===== src/rtl/muller_c_hs_driver.sv =====
// Clocked 4-phase handshake driver/checker for a Muller C-element stage.
// Drives A/B with programmable skew, watches the synchronised C output, counts handshakes.
module muller_c_hs_driver #(
    parameter int SKEW_W = 4,
    parameter int TO_CYC = 64,
    parameter int CNT_W  = 8
) (
    input  logic              wb_clk_i,
    input  logic              wb_rst_n,
    input  logic              start_i,
    input  logic [SKEW_W-1:0] skew_i,
    input  logic              clr_i,
    input  logic              c_i,
    output logic              a_o,
    output logic              b_o,
    output logic              busy_o,
    output logic              done_o,
    output logic              err_hold_o,
    output logic              err_to_o,
    output logic [CNT_W-1:0]  hs_cnt_o
);

    localparam int WAIT_W = (TO_CYC > 1) ? $clog2(TO_CYC) : 1;

    typedef enum logic [2:0] {
        IDLE    = 3'd0,
        RISE_A  = 3'd1,
        RISE_B  = 3'd2,
        WAIT_HI = 3'd3,
        FALL_A  = 3'd4,
        FALL_B  = 3'd5,
        WAIT_LO = 3'd6
    } state_e;

    // Reset asserts asynchronously but is released on a clock edge.
    logic [1:0] rst_sync_q;
    logic       rst_n;

    always_ff @(posedge wb_clk_i or negedge wb_rst_n) begin
        if (!wb_rst_n) begin
            rst_sync_q <= '0;
        end else begin
            // NOTE: sequential state uses non-blocking assignments so every flop
            // samples pre-edge values, independent of statement order.
            rst_sync_q <= {rst_sync_q[0], 1'b1};
        end
    end

    assign rst_n = rst_sync_q[1];

    // Two-flop synchroniser for the asynchronous C-element output.
    logic c_meta_q;
    logic c_s_q;

    always_ff @(posedge wb_clk_i or negedge rst_n) begin
        if (!rst_n) begin
            c_meta_q <= 1'b0;
            c_s_q    <= 1'b0;
        end else begin
            c_meta_q <= c_i;
            c_s_q    <= c_meta_q;
        end
    end

    state_e              state_q, state_d;
    logic [SKEW_W-1:0]   skew_q, skew_d;
    logic [SKEW_W-1:0]   skew_cnt_q, skew_cnt_d;
    logic [WAIT_W-1:0]   wait_cnt_q, wait_cnt_d;
    logic                a_q, a_d;
    logic                b_q, b_d;
    logic                done_q;
    logic                err_hold_q, err_hold_d;
    logic                err_to_q, err_to_d;
    logic [CNT_W-1:0]    hs_cnt_q;
    logic                set_hold;
    logic                set_to;
    logic                hs_done;

    always_comb begin
        // NOTE: every variable gets a default before the case so no path
        // leaves one unassigned, which would otherwise infer a latch.
        state_d    = state_q;
        skew_d     = skew_q;
        skew_cnt_d = '0;
        wait_cnt_d = '0;
        set_hold   = 1'b0;
        set_to     = 1'b0;
        hs_done    = 1'b0;

        unique case (state_q)
            IDLE: begin
                if (start_i) begin
                    skew_d  = skew_i;
                    state_d = (skew_i == '0) ? RISE_B : RISE_A;
                end
            end
            RISE_A: begin
                if (c_s_q) set_hold = 1'b1;
                if (skew_cnt_q == skew_q - SKEW_W'(1)) state_d = RISE_B;
                else skew_cnt_d = skew_cnt_q + SKEW_W'(1);
            end
            RISE_B: begin
                state_d = WAIT_HI;
            end
            WAIT_HI: begin
                if (c_s_q) begin
                    state_d = (skew_q == '0) ? FALL_B : FALL_A;
                end else if (wait_cnt_q == WAIT_W'(TO_CYC - 1)) begin
                    set_to  = 1'b1;
                    state_d = IDLE;
                end else begin
                    wait_cnt_d = wait_cnt_q + WAIT_W'(1);
                end
            end
            FALL_A: begin
                if (!c_s_q) set_hold = 1'b1;
                if (skew_cnt_q == skew_q - SKEW_W'(1)) state_d = FALL_B;
                else skew_cnt_d = skew_cnt_q + SKEW_W'(1);
            end
            FALL_B: begin
                state_d = WAIT_LO;
            end
            WAIT_LO: begin
                if (!c_s_q) begin
                    hs_done = 1'b1;
                    state_d = IDLE;
                end else if (wait_cnt_q == WAIT_W'(TO_CYC - 1)) begin
                    set_to  = 1'b1;
                    state_d = IDLE;
                end else begin
                    wait_cnt_d = wait_cnt_q + WAIT_W'(1);
                end
            end
            default: begin
                state_d = IDLE;
            end
        endcase

        // A/B are decoded from the next state so they change on the same edge as the FSM.
        a_d = (state_d == RISE_A) || (state_d == RISE_B) || (state_d == WAIT_HI);
        b_d = (state_d == RISE_B) || (state_d == WAIT_HI) || (state_d == FALL_A);

        // Set has priority over clear.
        err_hold_d = set_hold ? 1'b1 : (clr_i ? 1'b0 : err_hold_q);
        err_to_d   = set_to   ? 1'b1 : (clr_i ? 1'b0 : err_to_q);
    end

    always_ff @(posedge wb_clk_i or negedge rst_n) begin
        if (!rst_n) begin
            state_q    <= IDLE;
            skew_q     <= '0;
            skew_cnt_q <= '0;
            wait_cnt_q <= '0;
            a_q        <= 1'b0;
            b_q        <= 1'b0;
            done_q     <= 1'b0;
            err_hold_q <= 1'b0;
            err_to_q   <= 1'b0;
            hs_cnt_q   <= '0;
        end else begin
            state_q    <= state_d;
            skew_q     <= skew_d;
            skew_cnt_q <= skew_cnt_d;
            wait_cnt_q <= wait_cnt_d;
            a_q        <= a_d;
            b_q        <= b_d;
            done_q     <= hs_done;
            err_hold_q <= err_hold_d;
            err_to_q   <= err_to_d;
            hs_cnt_q   <= hs_cnt_q + CNT_W'(hs_done);
        end
    end

    assign a_o        = a_q;
    assign b_o        = b_q;
    assign busy_o     = (state_q != IDLE);
    assign done_o     = done_q;
    assign err_hold_o = err_hold_q;
    assign err_to_o   = err_to_q;
    assign hs_cnt_o   = hs_cnt_q;

endmodule


===== config.mk =====
export PLATFORM = sky130hd
export DESIGN_NAME = muller_c_hs_driver
export DESIGN_NICKNAME = d
export VERILOG_FILES = /design/src/rtl/muller_c_hs_driver.sv
export SDC_FILE = /design/constraint.sdc
export NUM_CORES = 1
export LEC_CHECK = 0
export ABC_AREA = 1
export BUFFER_PORTS_ARGS = -buffer_cell sky130_fd_sc_hd__buf_4
export CORE_ASPECT_RATIO = 0.8
export CORE_MARGIN = 1
export CORE_UTILIZATION = 45
export CTS_CLUSTER_DIAMETER = 40
export DETAILED_ROUTE_END_ITERATION = 10
export PLACE_DENSITY = 0.65
export RECOVER_POWER = 25
export SLEW_MARGIN = 40
export SYNTH_ARGS = -nofsm -noshare
export SYNTH_HDL_FRONTEND = slang
export SYNTH_SLANG_ARGS = --single-unit
export TNS_END_PERCENT = 10

===== constraint.sdc =====
create_clock -name wb_clk_i -period 2.16 [get_ports wb_clk_i]
set_input_delay 0.216 -clock wb_clk_i [delete_from_list [all_inputs] [get_ports wb_clk_i]]
set_output_delay 0.216 -clock wb_clk_i [all_outputs]
set_load 0.1 [all_outputs]

==> results by group <==
CTS
  • Number of CTS-inserted buffers: 5
  • Number of H-tree branching levels: 2
  • Buffers from clock root to sink, at most: 2
  • Clock latency on the worst-skew pair: 280 ps
  • TritonCTS sink count: 34
  • Clock-pin transition on the worst setup and hold timing paths: 60 ps
  • CTS tree: done
  • Cts repair resizes: 0
  • Clock root buffer: clkbuf_8

Synthesis
  • Top flip-flop cell by instance count after synthesis: dfrtp_1
  • Sequential element share of the synthesized area: 52.3%
  • Post-synthesis area per instance: 8.90 µm²
  • Synthesized instance count: 183
  • Mapped cell area: 1630 µm²
  • Flops & latches, synth: 34
  • Number of nets in the synthesized netlist: 197
  • Number of enable-type register cells in the synthesized netlist: 0
  • Number of warnings printed during yosys synthesis: 0
  • Async set-reset flop share out of synthesis: 100%
  • Synth cell types: 28

Floorplan
  • Core box area: 3450 µm²
  • Die W: 69.2 µm
  • Area of the die: 3860 µm²
  • Effective utilization at floorplan: 47.2%
  • Die outline height: 55.8 µm
  • Boundary pin count: 23
  • Number of placement rows: 19

GRT
  • Global-route wire length before repair: 5.13 mm
  • Vias in the first global route: 1,210
  • Overall track demand over capacity in global routing: 17.0%
  • Total congestion overflow: 0
  • Pin count of the biggest net entering global routing: 33
  • Antenna violations before repair: 0

Routing
  • Total Wirelength: 2.89 mm
  • Drt pass-1 iters: 4
  • Remaining design rule violation count: 0
  • Iteration-0 DRC Markers: 63
  • Vias per cell: 4.82
  • Vias after detailed routing: 1,235
  • Antenna viol nets, final: 0
  • Average detailed-routed wire length per instance: 11.3 µm

Place
  • Placer Congestion: 0.919
  • I/O Buffers: 22
  • Placed instance area: 1850 µm²
  • Placed wire-length estimate: 2.25 mm

Layout
  • Number of diodes added for antenna fixing: 0
  • Synth-to-layout area growth: 18.7%
  • Share of final-layout standard cells stronger than drive strength 1: 20.6%
  • Final-layout fill cell count: 305
  • Utilization after layout: 56.0%
  • Layout Nets: 228
  • Non-Filler Cell Area, Final: 1930 µm²

Timing
  • Worst slack on hold paths: 65.3 ps
  • Actual slew at the worst max-slew pin: 1650 ps
  • TNS Setup: 0 ps
  • Final Critical Period: 1890 ps
  • F_max: 0.528 GHz
  • Final setup violating endpoints: 0
  • Setup repair after global routing missed its margin: no
  • Tcrit/Tclk final: 87.7%
  • Headroom to the max-slew limit: -10.1%
  • Final hold violation count: 0
  • Final Max Tran Viols: 33
  • Worst clock skew: 6.06 ps

Worst hold path
  • Cell count of the worst hold path: 1
  • Hold WC Path Type: input pin to flip-flop

Worst setup path
  • End of the worst register-to-register path: hs_cnt_o[6]
  • Flop-to-flop setup slack: 270 ps
  • Critical path capture point: hs_cnt_o[6]
  • Launch instance of the worst register-to-register path: c_s_q
  • Launch point of the worst path: c_s_q
  • CP required: 2320 ps
  • CP Capture Type: flip-flop
  • Category of the worst setup path launch point: flip-flop
  • Critical Path AT: 2060 ps
  • Crit path max fanout: 6
  • Crit path kind: flip-flop to flip-flop
  • Path depth of the worst reg2reg path: 6

Outcome
  • Violated checks: capacitance limit, slew limit
  • Status: complete, but fails checks

Power
  • P per Cell Area: 1290 nW/µm²
  • Static power due to leakage: 1.01 nW
  • Worst IR drop on VDD: 0.685 mV

Flow run
  • Count of maximum capacitance violations: 1
## registers in the layout, summed over array words and instances (netlist names)
register	count
hs_cnt_o	8
wait_cnt_q	6
skew_cnt_q	4
skew_q	4
state_q	3
rst_sync_q	2
a_o	1
b_o	1
c_meta_q	1
c_s_q	1
done_o	1
err_hold_o	1
err_to_o	1
## through the flow
stage               cells  total power, W  worst slack (ps)
finish                256         0.00248               265
global route          256         0.00266              61.1
CTS                   256         0.00252               258
detailed placement    248         0.00208               272
global placement      248         0.00205               361
floorplan             183         0.00183               104
## cells in the mapped netlist (all sizes together), types with 2 or more instances
cell type | instances | area share, %
nand3 | 17 | 5.5
nand4 | 2 | 0.77
nor2 | 24 | 7.4
xnor2 | 6 | 3.2
nand2 | 41 | 10
a21oi | 2 | 0.85
ha | 5 | 3.8
o21ai | 5 | 1.8
dfrtp | 34 | 52
nor3 | 4 | 1.2
xor2 | 4 | 2.2
inv | 30 | 6.9
## critical path: stages, from the launching register on
cell and delay (ps):
dfrtp_1 460, nor4_1 430, ha_1 280, ha_1 190
nand3_1 110, nand3b_1 190, xnor2_1 130
## cell usage in the layout, fill, tap and decap left out, drive strengths merged, types with 2 or more instances in the layout
cell and instances:
xnor2 6, nor2 24, dfrtp 34, nand3 17, xor2 4, clkbuf 10, nor3 4, inv 30
buf 20, nand4 2, nand2 41, ha 5, o21ai 5, a21oi 2
## area by class of cell
| class | instances | area, µm² | area share, % |
|---|---|---|---|
| Timing Repair Buffer | 24 | 175 | 9.07 |
| Inverter | 31 | 118 | 6.09 |
| Tap cell | 42 | 52.6 | 2.72 |
| Sequential cell | 34 | 851 | 44.0 |
| Multi-Input combinational cell | 118 | 659 | 34.1 |
| Clock buffer | 7 | 76.3 | 3.95 |
## how the worst min path moves through the flow
stage	start	end	slack, ps
detailed placement	wb_rst_n	rst_sync_q[0]	-0.3
finish	c_i	c_meta_q	70
CTS	c_i	c_meta_q	40
floorplan	wb_rst_n	rst_sync_q[0]	-80
global placement	wb_rst_n	rst_sync_q[0]	-2
global route	c_i	c_meta_q	60
## repair_timing
action                                 in CTS  in global routing
endpoints found under the hold margin       2                  0
hold buffers                                1                  0
setup buffers                               0                  0
## logic make-up after synthesis
family | share of synthesized area [%]
compound gates | 4.46
xor+xnor | 5.38
fa+ha+maj | 3.84
buf+inv | 7.23
flops | 52.3
other cells | 0.230
simple gates | 26.6
## layer usage
metal  GRT usage, %  vias to the layer above  routed length [µm]
met1           21.7                      567                1350
met3           7.25                        4                 183
li1               -                      633                   -
met4           5.25                        0                  35
met2           26.4                       31                1320
met5              0                        -                   0
## power breakdown
group / switching [W] / internal (W) / leakage (nW)
Clock: 0.000196 / 0.000221 / 0.0383
Combinational: 0.000865 / 0.000315 / 0.523
Sequential: 0.000115 / 0.000771 / 0.446
Total: 0.00118 / 0.00131 / 1.01
(Power assumes the default switching activity.)
